$ cat src/rtl/interp_pkg.sv
// rtl/interp_pkg.sv - shared constants, state encoding and weight clamp for attribute_interpolator
//
// Purpose: Q1.16 weight constants, rounding constant, FSM state type,
//          accumulator width helper and the weight clamp used at accept time.
// Ports:   none (package).
package interp_pkg;

  localparam int WEIGHT_W    = 17;
  localparam int WEIGHT_FRAC = 16;
  localparam int DEPTH_W     = 16;
  localparam int ROUND_HALF  = 'h8000;

  localparam logic [WEIGHT_W-1:0] ONE        = 17'h10000;
  localparam logic [WEIGHT_W-1:0] WEIGHT_MAX = 17'h1FFFF;

  typedef enum logic [1:0] {
    S_IDLE = 2'd0,
    S_MAC  = 2'd1,
    S_DONE = 2'd2
  } state_t;

  // Three products of a 17-bit weight (< 2^17) and an attribute (< 2^attr_w)
  // stay below 2^(attr_w+19).
  function automatic int acc_w(input int attr_w);
    return attr_w + 19;
  endfunction

  // Negative weights (outside the edge) contribute nothing; anything at or
  // above 2.0 is pinned to the largest representable Q1.16 value.
  function automatic logic [WEIGHT_W-1:0] clamp_weight(input logic [31:0] w);
    if (w[31]) begin
      return '0;
    end else if (|w[30:17]) begin
      return WEIGHT_MAX;
    end else begin
      return w[16:0];
    end
  endfunction

endpackage

$ cat src/rtl/interp_mac.sv
// rtl/interp_mac.sv - time-shared multiply-accumulate with round/saturate result
//
// Purpose: accumulates weight*attr products; result is the rounded,
//          saturated value of (acc + current product), valid on the last term.
// Ports:
//   clk, rst        clock, asynchronous active-high reset
//   clr             zero the accumulator (new pixel)
//   en              add current product to the accumulator
//   last            this product closes the channel; accumulator is cleared
//   weight          clamped Q1.16 weight
//   attr            attribute value (zero-extended to OP_W)
//   sat_max         saturation ceiling for this channel
//   result          round((acc + weight*attr) / 2^16), limited to sat_max
module interp_mac
  import interp_pkg::*;
#(
  parameter int OP_W = 8
) (
  input  logic                clk,
  input  logic                rst,
  input  logic                clr,
  input  logic                en,
  input  logic                last,
  input  logic [WEIGHT_W-1:0] weight,
  input  logic [OP_W-1:0]     attr,
  input  logic [OP_W-1:0]     sat_max,
  output logic [OP_W-1:0]     result
);

  localparam int AW = acc_w(OP_W);
  localparam int PW = WEIGHT_W + OP_W;
  localparam int RW = AW + 1;
  localparam int QW = RW - WEIGHT_FRAC;

  logic [AW-1:0] acc_q, acc_d;
  logic [PW-1:0] prod;
  logic [AW-1:0] sum;
  logic [RW-1:0] rounded;
  logic [QW-1:0] quot;

  always_comb begin
    prod    = {{OP_W{1'b0}}, weight} * {{WEIGHT_W{1'b0}}, attr};
    sum     = acc_q + AW'(prod);
    rounded = {1'b0, sum} + RW'(ROUND_HALF);
    quot    = rounded[RW-1:WEIGHT_FRAC];
    result  = (quot > QW'(sat_max)) ? sat_max : quot[OP_W-1:0];
  end

  always_comb begin
    acc_d = acc_q;
    if (clr) begin
      acc_d = '0;
    end else if (en) begin
      acc_d = last ? '0 : sum;
    end
  end

  always_ff @(posedge clk or posedge rst) begin
    if (rst) begin
      acc_q <= '0;
    end else begin
      acc_q <= acc_d;
    end
  end

endmodule

$ cat src/rtl/attribute_interpolator.sv
// rtl/attribute_interpolator.sv - barycentric colour (and optional depth) interpolator
//
// Purpose: latches three clamped weights and per-vertex attributes, then runs
//          one MAC per cycle (channel-major, vertex-minor) and presents the
//          interpolated colour until the downstream handshake.
// Build option: DEPTH_INTERP_EN adds z0/z1/z2 inputs and a depth output,
//          interpolated as one extra channel after colour.
// Ports:
//   clk, rst               clock, asynchronous active-high reset
//   in_valid / in_ready    input handshake (ready only in IDLE)
//   w0, w1, w2             per-pixel weights (Q1.16 in [16:0], sign in [31])
//   c0, c1, c2             packed vertex colours, channel 0 in LSBs
//   z0, z1, z2             vertex depths (DEPTH_INTERP_EN only)
//   out_valid / out_ready  output handshake, result held while not ready
//   color                  interpolated packed colour
//   depth                  interpolated depth (DEPTH_INTERP_EN only)
//   busy                   high while computing or holding a result
module attribute_interpolator
  import interp_pkg::*;
#(
  parameter int ATTR_W = 8,
  parameter int NUM_CH = 3
) (
  input  logic                     clk,
  input  logic                     rst,
  input  logic                     in_valid,
  output logic                     in_ready,
  input  logic [31:0]              w0,
  input  logic [31:0]              w1,
  input  logic [31:0]              w2,
  input  logic [NUM_CH*ATTR_W-1:0] c0,
  input  logic [NUM_CH*ATTR_W-1:0] c1,
  input  logic [NUM_CH*ATTR_W-1:0] c2,
`ifdef DEPTH_INTERP_EN
  input  logic [DEPTH_W-1:0]       z0,
  input  logic [DEPTH_W-1:0]       z1,
  input  logic [DEPTH_W-1:0]       z2,
  output logic [DEPTH_W-1:0]       depth,
`endif
  output logic                     out_valid,
  input  logic                     out_ready,
  output logic [NUM_CH*ATTR_W-1:0] color,
  output logic                     busy
);

`ifdef DEPTH_INTERP_EN
  localparam int NUM_PASS = NUM_CH + 1;
  localparam int OP_W     = (ATTR_W > DEPTH_W) ? ATTR_W : DEPTH_W;
`else
  localparam int NUM_PASS = NUM_CH;
  localparam int OP_W     = ATTR_W;
`endif
  localparam int CH_W  = (NUM_PASS > 1) ? $clog2(NUM_PASS) : 1;
  localparam int COL_W = NUM_CH * ATTR_W;

  state_t              state_q, state_d;
  logic [CH_W-1:0]     ch_q, ch_d;
  logic [1:0]          v_q, v_d;
  logic [WEIGHT_W-1:0] w0_q, w0_d, w1_q, w1_d, w2_q, w2_d;
  logic [COL_W-1:0]    c0_q, c0_d, c1_q, c1_d, c2_q, c2_d;
  logic [COL_W-1:0]    color_q, color_d;
`ifdef DEPTH_INTERP_EN
  logic [DEPTH_W-1:0]  z0_q, z0_d, z1_q, z1_d, z2_q, z2_d;
  logic [DEPTH_W-1:0]  depth_q, depth_d;
  logic [DEPTH_W-1:0]  z_sel;
`endif

  logic                mac_clr, mac_en, mac_last;
  logic [WEIGHT_W-1:0] mac_weight;
  logic [OP_W-1:0]     mac_attr, mac_sat, mac_result;
  logic [COL_W-1:0]    col_sel;

  // Operand select: vertex picks weight and colour word, channel picks slice.
  always_comb begin
    mac_weight = w0_q;
    col_sel    = c0_q;
`ifdef DEPTH_INTERP_EN
    z_sel      = z0_q;
`endif
    case (v_q)
      2'd1: begin
        mac_weight = w1_q;
        col_sel    = c1_q;
`ifdef DEPTH_INTERP_EN
        z_sel      = z1_q;
`endif
      end
      2'd2: begin
        mac_weight = w2_q;
        col_sel    = c2_q;
`ifdef DEPTH_INTERP_EN
        z_sel      = z2_q;
`endif
      end
      default: ;
    endcase
    mac_attr = OP_W'(col_sel[ch_q*ATTR_W +: ATTR_W]);
    mac_sat  = OP_W'({ATTR_W{1'b1}});
`ifdef DEPTH_INTERP_EN
    // Depth is the pass after the last colour channel.
    if (ch_q == CH_W'(NUM_CH)) begin
      mac_attr = OP_W'(z_sel);
      mac_sat  = OP_W'({DEPTH_W{1'b1}});
    end
`endif
  end

  always_comb begin
    state_d  = state_q;
    ch_d     = ch_q;
    v_d      = v_q;
    w0_d     = w0_q;
    w1_d     = w1_q;
    w2_d     = w2_q;
    c0_d     = c0_q;
    c1_d     = c1_q;
    c2_d     = c2_q;
    color_d  = color_q;
`ifdef DEPTH_INTERP_EN
    z0_d     = z0_q;
    z1_d     = z1_q;
    z2_d     = z2_q;
    depth_d  = depth_q;
`endif
    mac_clr  = 1'b0;
    mac_en   = 1'b0;
    mac_last = 1'b0;
    case (state_q)
      S_IDLE: begin
        if (in_valid) begin
          w0_d    = clamp_weight(w0);
          w1_d    = clamp_weight(w1);
          w2_d    = clamp_weight(w2);
          c0_d    = c0;
          c1_d    = c1;
          c2_d    = c2;
`ifdef DEPTH_INTERP_EN
          z0_d    = z0;
          z1_d    = z1;
          z2_d    = z2;
`endif
          ch_d    = '0;
          v_d     = '0;
          mac_clr = 1'b1;
          state_d = S_MAC;
        end
      end
      S_MAC: begin
        mac_en = 1'b1;
        if (v_q == 2'd2) begin
          mac_last = 1'b1;
          v_d      = '0;
          if (ch_q < CH_W'(NUM_CH)) begin
            color_d[ch_q*ATTR_W +: ATTR_W] = mac_result[ATTR_W-1:0];
          end
`ifdef DEPTH_INTERP_EN
          if (ch_q == CH_W'(NUM_CH)) begin
            depth_d = mac_result[DEPTH_W-1:0];
          end
`endif
          if (ch_q == CH_W'(NUM_PASS - 1)) begin
            state_d = S_DONE;
          end else begin
            ch_d = ch_q + CH_W'(1);
          end
        end else begin
          v_d = v_q + 2'd1;
        end
      end
      S_DONE: begin
        if (out_ready) begin
          state_d = S_IDLE;
        end
      end
      default: state_d = S_IDLE;
    endcase
  end

  always_ff @(posedge clk or posedge rst) begin
    if (rst) begin
      state_q <= S_IDLE;
      ch_q    <= '0;
      v_q     <= '0;
      w0_q    <= '0;
      w1_q    <= '0;
      w2_q    <= '0;
      c0_q    <= '0;
      c1_q    <= '0;
      c2_q    <= '0;
      color_q <= '0;
`ifdef DEPTH_INTERP_EN
      z0_q    <= '0;
      z1_q    <= '0;
      z2_q    <= '0;
      depth_q <= '0;
`endif
    end else begin
      state_q <= state_d;
      ch_q    <= ch_d;
      v_q     <= v_d;
      w0_q    <= w0_d;
      w1_q    <= w1_d;
      w2_q    <= w2_d;
      c0_q    <= c0_d;
      c1_q    <= c1_d;
      c2_q    <= c2_d;
      color_q <= color_d;
`ifdef DEPTH_INTERP_EN
      z0_q    <= z0_d;
      z1_q    <= z1_d;
      z2_q    <= z2_d;
      depth_q <= depth_d;
`endif
    end
  end

  interp_mac #(
    .OP_W(OP_W)
  ) u_mac (
    .clk    (clk),
    .rst    (rst),
    .clr    (mac_clr),
    .en     (mac_en),
    .last   (mac_last),
    .weight (mac_weight),
    .attr   (mac_attr),
    .sat_max(mac_sat),
    .result (mac_result)
  );

  assign in_ready  = (state_q == S_IDLE);
  assign out_valid = (state_q == S_DONE);
  assign busy      = (state_q != S_IDLE);
  assign color     = color_q;
`ifdef DEPTH_INTERP_EN
  assign depth     = depth_q;
`endif

endmodule

$ cat config.mk
export PLATFORM = sky130hd
export DESIGN_NAME = attribute_interpolator
export DESIGN_NICKNAME = d
export VERILOG_FILES = /design/src/rtl/interp_pkg.sv /design/src/rtl/interp_mac.sv /design/src/rtl/attribute_interpolator.sv
export SDC_FILE = /design/constraint.sdc
export NUM_CORES = 1
export LEC_CHECK = 0
export BUFFER_PORTS_ARGS = -buffer_cell sky130_fd_sc_hd__buf_4
export CORE_MARGIN = 1
export CORE_UTILIZATION = 59
export DETAILED_ROUTE_END_ITERATION = 10
export HOLD_SLACK_MARGIN = 0.15
export PLACE_DENSITY = 0.82
export SLEW_MARGIN = 10
export SYNTH_ARGS = -nofsm -noshare
export SYNTH_HDL_FRONTEND = slang
export SYNTH_HIERARCHICAL = 1
export SYNTH_SLANG_ARGS = --single-unit
$ cat constraint.sdc
create_clock -name clk -period 9.8 [get_ports clk]
set_input_delay 1.96 -clock clk [delete_from_list [all_inputs] [get_ports clk]]
set_output_delay 1.96 -clock clk [all_outputs]
set_load 0.1 [all_outputs]
==> results.py, run 1 <==
metrics = {
    "yosys": {
        "yosysMostFrequentCell": "nand2_1",
        "synth_edf_count": 0,
        "synth_largest_area_cell": "dfrtp_1",
        "synth.avg_cell_area_um2": 8.75,
        "synthDominantCellAreaShare_pct": 31.6,
        "synth_cell_types": 76,
        "synthArstFlopShare_pct": 100,
        "synth_area_leaders": "dfrtp_1 32%, fa_1 16%, nand2_1 7.6%",
        "yosysSeqAreaShare_pct": 31.6,
        "synth_area_um2": 14200,
        "ys_warn_count": 6,
        "synth_cells": 1628,
        "synth_commonest_cells": "290 x nand2_1, 200 x inv_1, 180 x dfrtp_1",
        "synth-main-ff-cell": "dfrtp_1",
        "ys_ff_latch": 180,
    },
    "drt": {
        "vias": 12254,
        "vias_per_cell": 5.78,
        "drt-pass1-iter-count": 5,
        "wl_met1_mm": 16.0,
        "wl_met3_mm": 2.70,
        "wirelength_mm": 37.8,
        "postRouteAntennaNets": 0,
        "dr.max_layer_used": "met4",
        "drc": 0,
        "drtIter0Drc": 956,
        "dr_wl_met2_mm": 18.1,
        "drt-wirelength-per-cell_um": 17.8,
    },
    "setup_path": {
        "critPathLaunch": "v_q[0]",
        "start_kind": "flip-flop",
        "crit_fanout": 17,
        "worst_r2r_path_depth": 34,
        "crit_type": "reg -> reg",
        "r2r-start": "v_q[0]",
        "required_ns": 10.17,
        "cpMaxStageDelayCell": "fa_1",
        "cp.arrival_ns": 9.59,
        "crit_top_cell": "inv_1",
        "end_kind": "flip-flop",
        "cpPeakStageDelay_ns": 0.56,
    },
    "floorplanning": {
        "die_w_um": 157,
        "dieArea_um2": 24800,
        "core_um2": 23500,
        "pin_count": 199,
        "die_h_um": 157,
        "initial_core_util_pct": 60.5,
        "placementRows": 56,
    },
    "run": {
        "drv_cap": 0,
    },
    "worst_hold_path": {
        "min_path_type": "reg -> reg",
        "worstHoldStart": "c2_q[6]",
        "hold_depth": 2,
    },
    "grt": {
        "grt_max_degree": 111,
        "grt_pass1_vias": 12436,
        "grt_overflow": 0,
        "antenna_found_initial": 0,
        "grt_use_total_pct": 32.5,
        "grt_pass1_wl_mm": 62.3,
    },
    "timing": {
        "rsz0062_at_grt": "false",
        "finalSetupViolCount": 0,
        "slew_viol_final": 0,
        "timing.final.crit_share_pct": 94.0,
        "finalHoldViolCount": 0,
        "clock.fmax_mhz": 109,
        "setup_tns_ns": 0,
        "worst_pin_slew_ns": 1.22,
        "maxSlewHeadroom_pct": 18.7,
        "period_needed_ns": 9.21,
        "worst_clock_skew_ns": 0.0171,
    },
    "final_layout": {
        "drive_gt1_share_pct": 16.2,
        "diodes": 0,
        "nets": 2142,
        "syn2layout_area_growth_pct": 15.8,
        "fillers": 1804,
    },
    "placed_design": {
        "io_buffers": 198,
        "hpwl_mm": 27.8,
        "gp_congestion": 0.931,
    },
    "outcome": {
        "status": "finished, final reports clean",
    },
    "clocking": {
        "clkSinkCount": 180,
        "path_clk_slew_ns": 0.08,
        "cts_tree": "built",
        "clock_latency_ns": 0.44,
        "numCtsBuffers": 17,
        "postCtsHoldBufs": 0,
        "clock-root-buffer": "clkbuf_16",
        "cts_buffer_depth": 2,
        "cts_htree_levels": 4,
    },
}
[cell families after synthesis]
logic type               after synthesis  synth area share, %
AND/OR/NAND/NOR                      607                 20.2
buffers and inverters                290                 8.36
other                                  1               0.0263
multiplexers                           3                0.228
flip-flops                           180                 31.6
AO/OA/AOI/OAI                        343                 16.3
adder cells (fa/ha/maj)              180                 21.8
XOR/XNOR                              24                 1.48
[final timing paths]
check	endpoint	slack [ns]
min in group asynchronous	color[15]	1.65
max in group asynchronous	w0_q[3]	6.73
hold / removal	c2_q[6]	0.48
setup reg to reg	color[7]	0.59
setup / recovery	color[7]	0.59
hold reg to reg	c2_q[6]	0.48
[stage by stage]
step                      cell area, um^2  setup WS [ns]  hold slack [ns]  util [%]  std cells
after floorplan                     14300           1.33            0.445         -       1646
after global placement              15900          0.797            0.458      67.5       2089
after detailed placement            15900          0.410            0.464      67.5       2089
after CTS                           16500          0.356            0.482      69.9       2120
after global routing                16500         0.0131            0.501      70.1       2121
final                               16500          0.589            0.480      70.1       2121
[flip-flops by register name, summed over array words and instances (netlist names)]
signal       count
u_mac/acc_q     27
c0_q            24
c1_q            24
c2_q            24
color           24
w0_q            17
w1_q            17
w2_q            17
ch_q             2
state_q          2
v_q              2
[cell usage in the layout, fill, tap and decap left out, types with 7 or more instances in the layout]
cell type and count:
a22o_1 36, nor2b_1 8, buf_4 213, nand2b_1 8, nand2_1 290, nor4_1 10
nor2_1 114, nand4_1 24, a21oi_1 130, xor2_1 10, o21ai_0 31, a21bo_2 16
nand3_1 9, clkbuf_16 17, a211oi_1 27, inv_1 199, conb_1 19, ha_1 66
a22oi_1 41, a21o_1 9, or3_1 8, fa_1 113, o21ai_1 7, dfrtp_1 180
and2_1 94, xnor2_1 14
[timing repair]
item	4_1_cts	5_1_grt
setup endpoints to repair	0	24
setup buffers	0	1
gates resized for setup	0	3
[worst max-delay path, delay by kind of cell (launching register included)]
family | cells | cell delay (ns)
flip-flops | 1 | 0.40
AND/OR/NAND/NOR | 7 | 1.50
AO/OA/AOI/OAI | 12 | 2.87
buffers and inverters | 6 | 0.59
XOR/XNOR | 2 | 0.46
adder cells (fa/ha/maj) | 7 | 3.28
[final cells by class]
| type | count | area [um^2] | share of cell area [%] |
|---|---|---|---|
| multi-input cells | 1176 | 8650 | 52.5 |
| flip-flops and latches | 180 | 4500 | 27.3 |
| repair buffers | 214 | 1610 | 9.79 |
| inverters | 201 | 761 | 4.61 |
| clock buffers | 17 | 425 | 2.58 |
| well taps | 319 | 399 | 2.42 |
| clock inverters | 14 | 134 | 0.812 |
[layer usage]
| metal | up-vias | GRT usage, % |
|---|---|---|
| met2 | 541 | 52.2 |
| met1 | 5977 | 44.2 |
| met5 | - | 0 |
| met4 | 0 | 12.1 |
| li1 | 5645 | - |
| met3 | 91 | 5.75 |
Power of run 1 is not shown: default switching activity piles up to over one toggle a cycle in this logic, so the estimate is an artifact.
==> run 2, diff against run 1 <==
Settings changed: RECOVER_POWER set to 25.
==> run 2 against run 1 <==
Compared with the run above: the flow now finishes with violations (max-capacitance violations, max-slew violations); hold slack gained 0.0020 ns; die area did not move; first-iteration DRC count is 6.5% lower; global-route usage did not move; clock skew is 0.0011 ns higher; critical endpoint unchanged; count of clock-buffer cells in the layout unchanged; highest routed layer unchanged; fmax increased by 0.41%; setup slack better by 0.038 ns; critical path type unchanged; via count down 0.23%.
==> results.py, run 2 (synthesized netlist as in run 1, its figures left out) <==
metrics = {
    "setup_path": {
        "start_kind": "flip-flop",
        "worst_r2r_path_depth": 35,
        "crit_top_cell": "inv_1",
        "cp.arrival_ns": 9.55,
        "crit_type": "reg -> reg",
        "required_ns": 10.17,
        "cpPeakStageDelay_ns": 0.56,
        "r2r_slack_ns": 0.63,
        "r2r_end": "color[7]",
        "cpMaxStageDelayCell": "fa_1",
        "crit_fanout": 17,
        "crit_cells": 35,
        "path_buf_inv": 7,
        "r2r-start": "v_q[0]",
        "crit_family": "adder cells",
        "end_kind": "flip-flop",
    },
    "timing": {
        "slew_viol_final": 111,
        "finalHoldViolCount": 0,
        "timing.final.crit_share_pct": 93.6,
        "finalSetupViolCount": 0,
        "rsz0062_at_grt": "false",
        "period_needed_ns": 9.17,
        "maxSlewHeadroom_pct": -135,
        "worst_hold_slack_ns": 0.482,
        "worst_pin_slew_ns": 3.51,
        "clock.fmax_mhz": 109,
        "setup_tns_ns": 0,
        "worst_clock_skew_ns": 0.0181,
    },
    "worst_hold_path": {
        "min_to": "c0_q[19]",
        "worstHoldStart": "c0_q[19]",
        "hold_depth": 2,
        "min_path_type": "reg -> reg",
    },
    "clocking": {
        "numCtsBuffers": 17,
        "clock_latency_ns": 0.44,
        "postCtsHoldBufs": 0,
        "clock-root-buffer": "clkbuf_16",
        "clkSinkCount": 180,
        "cts_tree": "built",
        "cts_buffer_depth": 2,
        "cts_htree_levels": 4,
        "path_clk_slew_ns": 0.08,
    },
    "grt": {
        "grt_overflow": 0,
        "grt_pass1_vias": 12436,
        "grt_pass1_wl_mm": 62.3,
        "antenna_found_initial": 0,
        "grt_use_total_pct": 32.5,
        "grt_max_degree": 111,
    },
    "placed_design": {
        "hpwl_mm": 27.8,
        "io_buffers": 198,
        "gp_congestion": 0.931,
        "dpl_cell_area_um2": 15900,
    },
    "floorplanning": {
        "die_w_um": 157,
        "die_h_um": 157,
        "initial_core_util_pct": 60.5,
        "dieArea_um2": 24800,
        "core_um2": 23500,
        "pin_count": 199,
        "placementRows": 56,
    },
    "drt": {
        "drt-wirelength-per-cell_um": 17.8,
        "vias": 12226,
        "vias_per_cell": 5.76,
        "wirelength_mm": 37.8,
        "drc": 0,
        "drt-pass1-iter-count": 6,
        "postRouteAntennaNets": 0,
        "drtIter0Drc": 894,
    },
    "final_layout": {
        "drive_gt1_share_pct": 16.0,
        "top_register": "u_mac/acc_q",
        "largest_reg_flops": 27,
        "post-route-util_pct": 70.0,
        "most-common-layout-cells": "290 x nand2_1, 209 x buf_4, 199 x inv_1",
        "seq_area_um2": 4500,
        "mostFrequentLayoutCell": "nand2_1",
        "design_area_um2": 16500,
        "fillers": 1804,
        "syn2layout_area_growth_pct": 15.7,
        "nets": 2142,
        "multi_input_area_um2": 8650,
        "diodes": 0,
    },
    "outcome": {
        "status": "finished with violations",
        "violations": "max-capacitance violations, max-slew violations",
    },
    "run": {
        "drv_cap": 2,
    },
}
-- run 2: cell count changes in the layout (fill, tap and decap cells not counted), sizes merged --
cell / delta
clkbuf: +4
clkinvlp: +1
inv: -1
buf: -4
-- run 2: layout make-up --
class                   instances  share of cell area (%)
flip-flops and latches        180                    27.3
multi-input cells            1176                    52.5
clock inverters                14                   0.813
inverters                     201                    4.59
clock buffers                  17                    2.58
repair buffers                214                    9.73
well taps                     319                    2.42
-- run 2: how the worst max path moves through the flow --
stage	end	start	slack, ns
floorplan	color[5]	v_q[0]	1.33
global placement	color[5]	v_q[1]	0.80
detailed placement	color[22]	v_q[1]	0.41
CTS	color[22]	v_q[1]	0.36
global route	color[7]	v_q[1]	0.01
finish	color[7]	v_q[0]	0.63
-- run 2: worst reg2reg max path: cells and delay by family (launching register included) --
kind | cells | cell delay [ns]
buf+inv | 7 | 0.84
flops | 1 | 0.40
compound gates | 12 | 2.65
fa+ha+maj | 7 | 3.21
simple gates | 7 | 1.55
xor+xnor | 2 | 0.46
-- run 2: per-stage QoR --
step | setup WS [ns] | instances
finish | 0.626 | 2121
global placement | 0.797 | 2089
floorplan | 1.33 | 1646
CTS | 0.356 | 2120
detailed placement | 0.410 | 2089
global route | 0.0131 | 2121
-- run 2: routing by layer --
layer / routed length, um / global-route usage [%] / up-vias
li1: - / - / 5639
met1: 16000 / 44.2 / 5939
met2: 18100 / 52.2 / 561
met3: 2680 / 5.75 / 87
met4: 1080 / 12.1 / 0
met5: 0 / 0 / -
-- run 2: repair_timing --
item / CTS / global route
endpoints found under the setup margin: 0 / 24
setup buffers: 0 / 1
resized for setup: 0 / 3
Power of run 2 is left out for the same reason.
